--- src/rtl/mra_frame_loader_if.sv ---
// AXI4 read channels plus the beat stream toward the MRA core's SRAM writer.
// The loader is the master on both the AXI read channels and the beat stream.
interface mra_frame_loader_if #(
  parameter int ID_WIDTH   = 4,
  parameter int ADDR_WIDTH = 32,
  parameter int DATA_WIDTH = 128
);
  logic [ID_WIDTH-1:0]   arid_m_inf;
  logic [ADDR_WIDTH-1:0] araddr_m_inf;
  logic [7:0]            arlen_m_inf;
  logic [2:0]            arsize_m_inf;
  logic [1:0]            arburst_m_inf;
  logic                  arvalid_m_inf;
  logic                  arready_m_inf;

  logic [ID_WIDTH-1:0]   rid_m_inf;
  logic [DATA_WIDTH-1:0] rdata_m_inf;
  logic [1:0]            rresp_m_inf;
  logic                  rlast_m_inf;
  logic                  rvalid_m_inf;
  logic                  rready_m_inf;

  logic                  out_valid;
  logic [DATA_WIDTH-1:0] out_data;
  logic [6:0]            out_idx;
  logic                  out_ready;

  modport master (
    output arid_m_inf, araddr_m_inf, arlen_m_inf, arsize_m_inf, arburst_m_inf, arvalid_m_inf,
    input  arready_m_inf,
    input  rid_m_inf, rdata_m_inf, rresp_m_inf, rlast_m_inf, rvalid_m_inf,
    output rready_m_inf,
    output out_valid, out_data, out_idx,
    input  out_ready
  );

  modport slave (
    input  arid_m_inf, araddr_m_inf, arlen_m_inf, arsize_m_inf, arburst_m_inf, arvalid_m_inf,
    output arready_m_inf,
    output rid_m_inf, rdata_m_inf, rresp_m_inf, rlast_m_inf, rvalid_m_inf,
    input  rready_m_inf,
    input  out_valid, out_data, out_idx,
    output out_ready
  );
endinterface

--- src/rtl/mra_frame_loader.sv ---
// Fetches one 2 KiB map (64x64 cells, 4 bits each) as a single 128-beat INCR burst
// and forwards each beat, tagged with its index, through one output register.
module mra_frame_loader #(
  parameter int ID_WIDTH   = 4,
  parameter int ADDR_WIDTH = 32,
  parameter int DATA_WIDTH = 128
) (
  input  logic       clk,
  input  logic       rst,
  input  logic       start,
  input  logic [4:0] frame_id,
  input  logic       map_sel,
  output logic       busy,
  output logic       done,
  output logic       err,
  mra_frame_loader_if.master bus
);

  typedef enum logic [1:0] {IDLE, ADDR, DATA, DRAIN} state_t;

  localparam logic [ADDR_WIDTH-1:0] LOC_BASE = ADDR_WIDTH'(32'h0001_0000);
  localparam logic [ADDR_WIDTH-1:0] WGT_BASE = ADDR_WIDTH'(32'h0002_0000);

  state_t                state, state_nxt;
  logic [4:0]            frame_q;
  logic                  map_q;
  logic [6:0]            cnt_q;
  logic                  vld_q;
  logic [DATA_WIDTH-1:0] data_q;
  logic [6:0]            idx_q;
  logic                  err_q;
  logic                  done_q;

  logic                  arvalid, rready;
  logic                  start_ok, ar_fire, r_fire, o_fire;
  logic                  last_beat, beat_err;
  logic [ADDR_WIDTH-1:0] map_addr;

  assign start_ok  = (state == IDLE) && start;
  assign ar_fire   = arvalid && bus.arready_m_inf;
  assign r_fire    = bus.rvalid_m_inf && rready;
  assign o_fire    = vld_q && bus.out_ready;
  assign last_beat = (cnt_q == 7'd127);
  assign map_addr  = (map_q ? WGT_BASE : LOC_BASE) + (ADDR_WIDTH'(frame_q) << 11);

  // Any protocol irregularity is only flagged; the beat is forwarded regardless.
  assign beat_err = (bus.rresp_m_inf != 2'b00) ||
                    (bus.rid_m_inf != {ID_WIDTH{1'b0}}) ||
                    (bus.rlast_m_inf != last_beat);

  // NOTE: sequential state uses non-blocking assignments so every flop samples
  // pre-edge values regardless of process ordering.
  always_ff @(posedge clk) begin
    if (rst) state <= IDLE;
    else     state <= state_nxt;
  end

  // NOTE: default assignment first, so no path through the case infers a latch.
  always_comb begin
    state_nxt = state;
    case (state)
      IDLE:  if (start)                  state_nxt = ADDR;
      ADDR:  if (ar_fire)                state_nxt = DATA;
      DATA:  if (r_fire && last_beat)    state_nxt = DRAIN;
      DRAIN: if (o_fire)                 state_nxt = IDLE;
      default:                           state_nxt = IDLE;
    endcase
  end

  // AR fields come from latched registers, so they stay stable until arready.
  always_comb begin
    arvalid = (state == ADDR);
    rready  = (state == DATA) && (!vld_q || bus.out_ready);
    busy    = (state != IDLE);

    bus.arvalid_m_inf = arvalid;
    bus.arid_m_inf    = {ID_WIDTH{1'b0}};
    bus.araddr_m_inf  = arvalid ? map_addr : '0;
    bus.arlen_m_inf   = arvalid ? 8'd127   : 8'd0;
    bus.arsize_m_inf  = arvalid ? 3'b100   : 3'b000;
    bus.arburst_m_inf = arvalid ? 2'b01    : 2'b00;
    bus.rready_m_inf  = rready;
  end

  assign bus.out_valid = vld_q;
  assign bus.out_data  = data_q;
  assign bus.out_idx   = idx_q;
  assign done          = done_q;
  assign err           = err_q;

  // The payload register is reset too, so every output reads 0 after reset.
  always_ff @(posedge clk) begin
    if (rst) begin
      frame_q <= '0;
      map_q   <= 1'b0;
      cnt_q   <= '0;
      vld_q   <= 1'b0;
      data_q  <= '0;
      idx_q   <= '0;
      err_q   <= 1'b0;
      done_q  <= 1'b0;
    end else begin
      done_q <= (state == DRAIN) && o_fire;
      if (start_ok) begin
        frame_q <= frame_id;
        map_q   <= map_sel;
        cnt_q   <= '0;
        err_q   <= 1'b0;
      end
      if (r_fire) begin
        data_q <= bus.rdata_m_inf;
        idx_q  <= cnt_q;
        vld_q  <= 1'b1;
        if (!last_beat) cnt_q <= cnt_q + 7'd1;
        if (beat_err)   err_q <= 1'b1;
      end else if (o_fire) begin
        vld_q <= 1'b0;
      end
    end
  end

endmodule

--- src/flat_wrapper.sv ---
// flat-port wrapper written by rule: the top's interface ports become plain ports
module mra_frame_loader_flat 
#(
  parameter int ID_WIDTH   = 4,
  parameter int ADDR_WIDTH = 32,
  parameter int DATA_WIDTH = 128
)
  (clk, rst, start, frame_id, map_sel, busy, done, err, bus_arid_m_inf, bus_araddr_m_inf, bus_arlen_m_inf, bus_arsize_m_inf, bus_arburst_m_inf, bus_arvalid_m_inf, bus_arready_m_inf, bus_rid_m_inf, bus_rdata_m_inf, bus_rresp_m_inf, bus_rlast_m_inf, bus_rvalid_m_inf, bus_rready_m_inf, bus_out_valid, bus_out_data, bus_out_idx, bus_out_ready);
  mra_frame_loader_if #(.ID_WIDTH(ID_WIDTH), .ADDR_WIDTH(ADDR_WIDTH), .DATA_WIDTH(DATA_WIDTH)) bus_i ();
  input  logic clk;
  input  logic rst;
  input  logic start;
  input  logic [4:0] frame_id;
  input  logic map_sel;
  output logic busy;
  output logic done;
  output logic err;
  output wire logic [$bits(bus_i.arid_m_inf)-1:0] bus_arid_m_inf;
  output wire logic [$bits(bus_i.araddr_m_inf)-1:0] bus_araddr_m_inf;
  output wire logic [$bits(bus_i.arlen_m_inf)-1:0] bus_arlen_m_inf;
  output wire logic [$bits(bus_i.arsize_m_inf)-1:0] bus_arsize_m_inf;
  output wire logic [$bits(bus_i.arburst_m_inf)-1:0] bus_arburst_m_inf;
  output wire logic [$bits(bus_i.arvalid_m_inf)-1:0] bus_arvalid_m_inf;
  input wire logic [$bits(bus_i.arready_m_inf)-1:0] bus_arready_m_inf;
  input wire logic [$bits(bus_i.rid_m_inf)-1:0] bus_rid_m_inf;
  input wire logic [$bits(bus_i.rdata_m_inf)-1:0] bus_rdata_m_inf;
  input wire logic [$bits(bus_i.rresp_m_inf)-1:0] bus_rresp_m_inf;
  input wire logic [$bits(bus_i.rlast_m_inf)-1:0] bus_rlast_m_inf;
  input wire logic [$bits(bus_i.rvalid_m_inf)-1:0] bus_rvalid_m_inf;
  output wire logic [$bits(bus_i.rready_m_inf)-1:0] bus_rready_m_inf;
  output wire logic [$bits(bus_i.out_valid)-1:0] bus_out_valid;
  output wire logic [$bits(bus_i.out_data)-1:0] bus_out_data;
  output wire logic [$bits(bus_i.out_idx)-1:0] bus_out_idx;
  input wire logic [$bits(bus_i.out_ready)-1:0] bus_out_ready;
  assign bus_arid_m_inf = bus_i.arid_m_inf;
  assign bus_araddr_m_inf = bus_i.araddr_m_inf;
  assign bus_arlen_m_inf = bus_i.arlen_m_inf;
  assign bus_arsize_m_inf = bus_i.arsize_m_inf;
  assign bus_arburst_m_inf = bus_i.arburst_m_inf;
  assign bus_arvalid_m_inf = bus_i.arvalid_m_inf;
  assign bus_i.arready_m_inf = bus_arready_m_inf;
  assign bus_i.rid_m_inf = bus_rid_m_inf;
  assign bus_i.rdata_m_inf = bus_rdata_m_inf;
  assign bus_i.rresp_m_inf = bus_rresp_m_inf;
  assign bus_i.rlast_m_inf = bus_rlast_m_inf;
  assign bus_i.rvalid_m_inf = bus_rvalid_m_inf;
  assign bus_rready_m_inf = bus_i.rready_m_inf;
  assign bus_out_valid = bus_i.out_valid;
  assign bus_out_data = bus_i.out_data;
  assign bus_out_idx = bus_i.out_idx;
  assign bus_i.out_ready = bus_out_ready;
  mra_frame_loader #(.ID_WIDTH(ID_WIDTH), .ADDR_WIDTH(ADDR_WIDTH), .DATA_WIDTH(DATA_WIDTH)) u_core (.clk(clk), .rst(rst), .start(start), .frame_id(frame_id), .map_sel(map_sel), .busy(busy), .done(done), .err(err), .bus(bus_i));
endmodule
--- config.mk ---
export PLATFORM = sky130hd
export DESIGN_NAME = mra_frame_loader_flat
export DESIGN_NICKNAME = d
export VERILOG_FILES = /design/src/rtl/mra_frame_loader_if.sv /design/src/rtl/mra_frame_loader.sv /design/src/flat_wrapper.sv
export SDC_FILE = /design/constraint.sdc
export NUM_CORES = 1
export LEC_CHECK = 0
export BUFFER_PORTS_ARGS = -buffer_cell sky130_fd_sc_hd__buf_2
export CAP_MARGIN = 10
export CORE_AREA = 3 3 131 133
export DETAILED_ROUTE_END_ITERATION = 10
export DIE_AREA = 0 0 134 136
export GPL_TIMING_DRIVEN = 0
export PLACE_DENSITY_LB_ADDON = 0.12
export SLEW_MARGIN = 10
export SYNTH_ARGS = -nofsm -noshare
export SYNTH_HDL_FRONTEND = slang
export SYNTH_SLANG_ARGS = --single-unit
--- constraint.sdc ---
create_clock -name clk -period 1.89 [get_ports clk]
set_input_delay 0 -clock clk [delete_from_list [all_inputs] [get_ports clk]]
set_output_delay 0 -clock clk [all_outputs]
set_load 0.01 [all_outputs]
After elaboration in Yosys (flattened, before gate mapping)

Cells that the tools add are included.

Multiplexer cells: 18
Eq/ne operators: 9
Add/sub/neg operators: 2
Reduce and logical (&&, ||, !) cells: 17

Operator list:

| operator                                                                | count |
|---|---|
| 32-bit by 16-bit adder with 32-bit output                               | 1 |
| 32-bit 2-to-1 mux                                                       | 1 |
| 7-bit 2-to-1 mux                                                        | 4 |
| 18-bit 2-to-1 mux                                                       | 1 |
| 2-bit 2-to-1 mux                                                        | 4 |
| 2-bit one-hot mux with 4 select lines                                   | 1 |
| 7-bit by 1-bit adder with 7-bit output, second input constant           | 1 |
| 7-bit equality test, second input constant                              | 1 |
| 1-bit logical AND                                                       | 7 |
| 1-bit 2-to-1 mux                                                        | 6 |
| 2-bit nonzero test                                                      | 3 |
| 2-bit equality test, second input constant                              | 2 |
| 2-bit by 1-bit inequality test with 1-bit output, second input constant | 2 |
| 2-bit inequality test, second input constant                            | 2 |
| 4-bit AND reduction                                                     | 1 |
| 4-bit nonzero test                                                      | 1 |
| 1-bit logical OR                                                        | 3 |
| 3-bit 2-to-1 mux                                                        | 1 |
| 2-bit by 1-bit equality test with 1-bit output, second input constant   | 1 |
| 2-bit logical NOT                                                       | 1 |
| 1-bit logical NOT                                                       | 1 |
| 1-bit inequality test                                                   | 1 |

Output and inout bits: 190
Flip-flop bits (word level): 153

Logic depth before layout (Yosys ltp)

Word-level depth: 7
Mapped depth: 8

Worst setup path before layout

No wires, ideal clock.

Path type: flip-flop to flip-flop
Start point: reg u_core.state[1]
End point: reg u_core.state[0]
Path slack: 0.239 ns
Arrival: 1.555 ns
Path buffers: 0
Stages on the path, launching flop included: 6
Required time: 1.795 ns
Library setup time: 0.095 ns
Cell sequence: dfxtp_1 > inv_1 > ha_1 > a222oi_1 > o211ai_1 > a221oi_1

Elaborated cells on any way between the ends: 14

RTL lines:

| element                                          | RTL line               | source |
|---|---|---|
| start: declaration                               | mra_frame_loader.sv:24 | `state_t state, state_nxt;` |
| start signal: assignment                         | mra_frame_loader.sv:55 | `else state <= state_nxt;` |
| 2-bit by 1-bit equality test with 1-bit output * | mra_frame_loader.sv:72 | `arvalid = (state == ADDR);` |
| via bus_arvalid_m_inf                            | flat_wrapper.sv:23     | `output wire logic [$bits(bus_i.arvalid_m_inf)-1:0] bus_arvalid_m_inf;` |
| 1-bit logical AND                                | mra_frame_loader.sv:40 | `assign ar_fire = arvalid && bus.arready_m_inf;` |
| 2-bit inequality test (no source line)           | --                     |  |
| 4-bit AND reduction (no source line)             | --                     |  |

The timed path passes the listed nets; every way through them passes the cells marked *.
A chain may end at the register's enable or synchronous reset.

Final worst setup path

Start point: reg u_core.state[0]
End point: reg u_core.state[0]

Word-level cells in the longest chain between the ends: 6
Elaborated cells on any way between the ends: 14

RTL lines:

| element                                                           | RTL line                                       | source |
|---|---|---|
| 2-bit equality test                                               | mra_frame_loader.sv:61, mra_frame_loader.sv:73 |  |
| 1-bit logical AND                                                 | mra_frame_loader.sv:73                         | `rready = (state == DATA) && (!vld_q \|\| bus.out_ready);` |
| 1-bit logical AND                                                 | mra_frame_loader.sv:41                         | `assign r_fire = bus.rvalid_m_inf && rready;` |
| 1-bit logical AND                                                 | mra_frame_loader.sv:64                         | `DATA: if (r_fire && last_beat) state_nxt = DRAIN;` |
| 2-bit by 1-bit inequality test with 1-bit output (no source line) | --                                             |  |
| 4-bit AND reduction (no source line)                              | --                                             |  |

Parallel ways exist; a longest one is shown, timed or not.

==> results_dict.tcl <==
set metrics [dict create \
    nets 1393 \
    num_io_pins 337 \
    total_power_mw 9.45 \
    final_cells 1472 \
    critPathCaptureType "flip-flop" \
    grt_pass1_vias 6484 \
    drt_wl_total_microns 20700 \
    syn-cell-area_sq_um 5900 \
    max-clock-path-buffers 2 \
    critPathMaxFanout 4 \
    layout-drive-gt1-share 0.334 \
    reg2reg_depth 5 \
    pwr_density_cell_nw_per_um2 955 \
    met1Wirelength_microns 8110 \
    clk_latency_ns 0.42 \
    grt_overflow 0 \
    p_leak_nw 4.55 \
    coreArea_sq_um 15900 \
    avgSynthCellArea_sq_um 7.92 \
    vias_per_cell 4.49 \
    synth_top_cell_by_area "dfxtp_1" \
    fmax_mhz 572 \
    pre_cts_slack_ns -0.0625 \
    ys_seq_area_frac 0.519 \
    dr.pass1.iters 6 \
    grt_max_degree 19 \
    synth-edff-count 0 \
    critPathRequiredTime_ns 2.20 \
    clock-root-buffer "clkbuf_16" \
    worstSetupPathDepth 5 \
    min_path_type "primary input to flip-flop" \
    wl_met3_microns 1650 \
    yosysWarnings 0 \
    tightest_slew_ns 0.572 \
    wl_met2_microns 10500 \
    min_period_ns 1.75 \
    gp_congestion 0.794 \
    htreeDepth 4 \
    clk_transition_reported_paths_ns 0.06 \
    wl_per_cell_microns 14.0 \
    drv_slew 0 \
    hold_viol 0 \
    setup_slack_ns 0.143 \
    min_path_cells 5 \
    ys_ff_latch 153 \
    critPathLaunchType "flip-flop" \
    yosys-top-cells-area "dfxtp_1, nand2_1, a21oi_1, buf_4, buf_2" \
    critical_path_class "flip-flop to flip-flop" \
    vdd_drop_max_mv 0.728 \
    drtAntennaViolNets 0 \
    post-route-period-util 0.924 \
    synth_cell_types 39 \
    place_inst 1296 \
    seq_area_sq_um 3070 \
    slowest_stage "a222oi_1" \
    run_status "completed" \
    setup_violations 0 \
    final_cell_mix "buf_2, nand2_1, dfxtp_1, a21oi_1, dlygate4sd3_1" \
    multi_input_area_sq_um 2390 \
    hpwl_microns 14000 \
    highest_layer "met4" \
    io_buffers 303 \
    row_count 46 \
    cts_buffers 17 \
    track_usage 0.218 \
    async_reset_ff_frac 0 \
    grt_pass1_wl_microns 32000 \
    final_core_util 0.621 \
    num-fill-cells 1446 \
    area_growth_pct 67.7 \
    drtIter0Drc 254 \
    die_area_sq_um 18200 \
    slew_headroom 0.619 \
    vias 6604 \
    cts_sinks 153 \
    clock_skew_ns 0.00680 \
    start_util 0.370 \
    cpLargestDelayFamily "compound AO/OA/AOI/OAI gates" \
    path_cells "inv_1, ha_1, a222oi_1, o211ai_1, a221oi_1" \
    cp.buffers_inverters 1 \
    max_stage_delay_ns 0.42 \
    max-cap-violations 0 \
    die_h_microns 136 \
    grt_antenna_before_repair 2 \
    netlist_instances 745 \
    yosys.area.top_type_share 0.519 \
    cp.arrival_ns 2.06 \
    layout_commonest_cell "buf_2" \
    ys.flop_type "dfxtp_1" \
    cts_tree "done" \
    fp.dieW_microns 134 \
    drcViolationCount 0 \
]
## worst register-to-register path, delay by kind of cell (launching register included)
| kind | cells | cell delay (ns) |
|---|---|---|
| buffers and inverters | 1 | 0.09 |
| flip-flops | 1 | 0.37 |
| AO/OA/AOI/OAI | 3 | 0.94 |
| adder cells (fa/ha/maj) | 1 | 0.24 |
## logic make-up (layout without fill, tap and decap cells)
family | Yosys count | after routing | synth area share
xor gates and xnor gates | 1 | 1 | 0.00148
muxes | 1 | 1 | 0.00170
and+or+nand+nor | 322 | 322 | 0.217
DFF | 153 | 153 | 0.519
AOI/OAI and AO/OA | 165 | 165 | 0.148
buffers and inverters | 96 | 572 | 0.0992
adders and majority gates | 6 | 6 | 0.0127
other | 1 | 36 | 0.000635
## cell usage after synthesis, drive strengths merged (2+ instances only)
cell type / n
a211oi: 3
a21oi: 148
a311oi: 3
and2: 6
buf: 73
clkbuf: 17
dfxtp: 153
ha: 6
inv: 6
nand2: 288
nand2b: 4
nand3: 5
nor2: 7
nor4: 2
o211ai: 3
o21ai: 2
or3: 2
## layer usage
metal | vias to the layer above | GRT usage
met3 | 23 | 0.0733
met1 | 2991 | 0.240
met4 | 0 | 0.0663
met2 | 251 | 0.398
li1 | 3339 | -
met5 | - | 0
## power breakdown
group,switching [mW],leakage [nW],internal (mW)
Combinational,1.10,3.00,1.01
Sequential,0.167,1.24,3.54
Clock,1.39,0.308,2.26
Total,2.65,4.55,6.81
## area by class of cell
type | count | share of cell area
tap | 216 | 0.0273
clock buffer | 18 | 0.0444
clock inverter | 14 | 0.0196
inverter | 6 | 0.00227
buffer | 90 | 0.0579
timing repair buffer | 444 | 0.296
multi-input combinational | 528 | 0.242
antenna | 3 | 0.000758
sequential | 153 | 0.310
## stage by stage
step | hold slack, ns | area (sq um) | TNS (ns)
floorplan | 0.136 | 6020 | 0
global placement | 0.242 | 7810 | -0.0165
detailed placement | 0.247 | 7810 | -0.0625
CTS | 0.0644 | 9870 | 0
global route | 0.0927 | 9900 | -0.00139
finish | 0.0713 | 9900 | 0
## sequential cells by signal, summed over array words and instances, names as in the netlist
signal / count
u_core.bus.out_data: 128
u_core.map_q: 1
u_core.bus.out_valid: 1
u_core.bus.out_idx: 7
u_core.err: 1
u_core.cnt_q: 7
u_core.state: 2
u_core.done: 1
u_core.frame_q: 5
## final timing paths
check	startpoint	end	slack [ns]
max	u_core.state[0]	u_core.state[0]	0.14
min	bus_arready_m_inf	u_core.state[1]	0.07
max reg2reg	u_core.state[0]	u_core.state[0]	0.14
min reg2reg	u_core.bus.out_data[115]	u_core.bus.out_data[115]	0.45
## timing repair
action	in CTS	in global routing
hold buffers	139	0
setup endpoints to repair	6	84
pin swaps	2	3
hold endpoints to repair	137	0
gates resized for setup	2	9
buffers inserted	2	0
No activity file was read; power rests on OpenSTA's default activity.
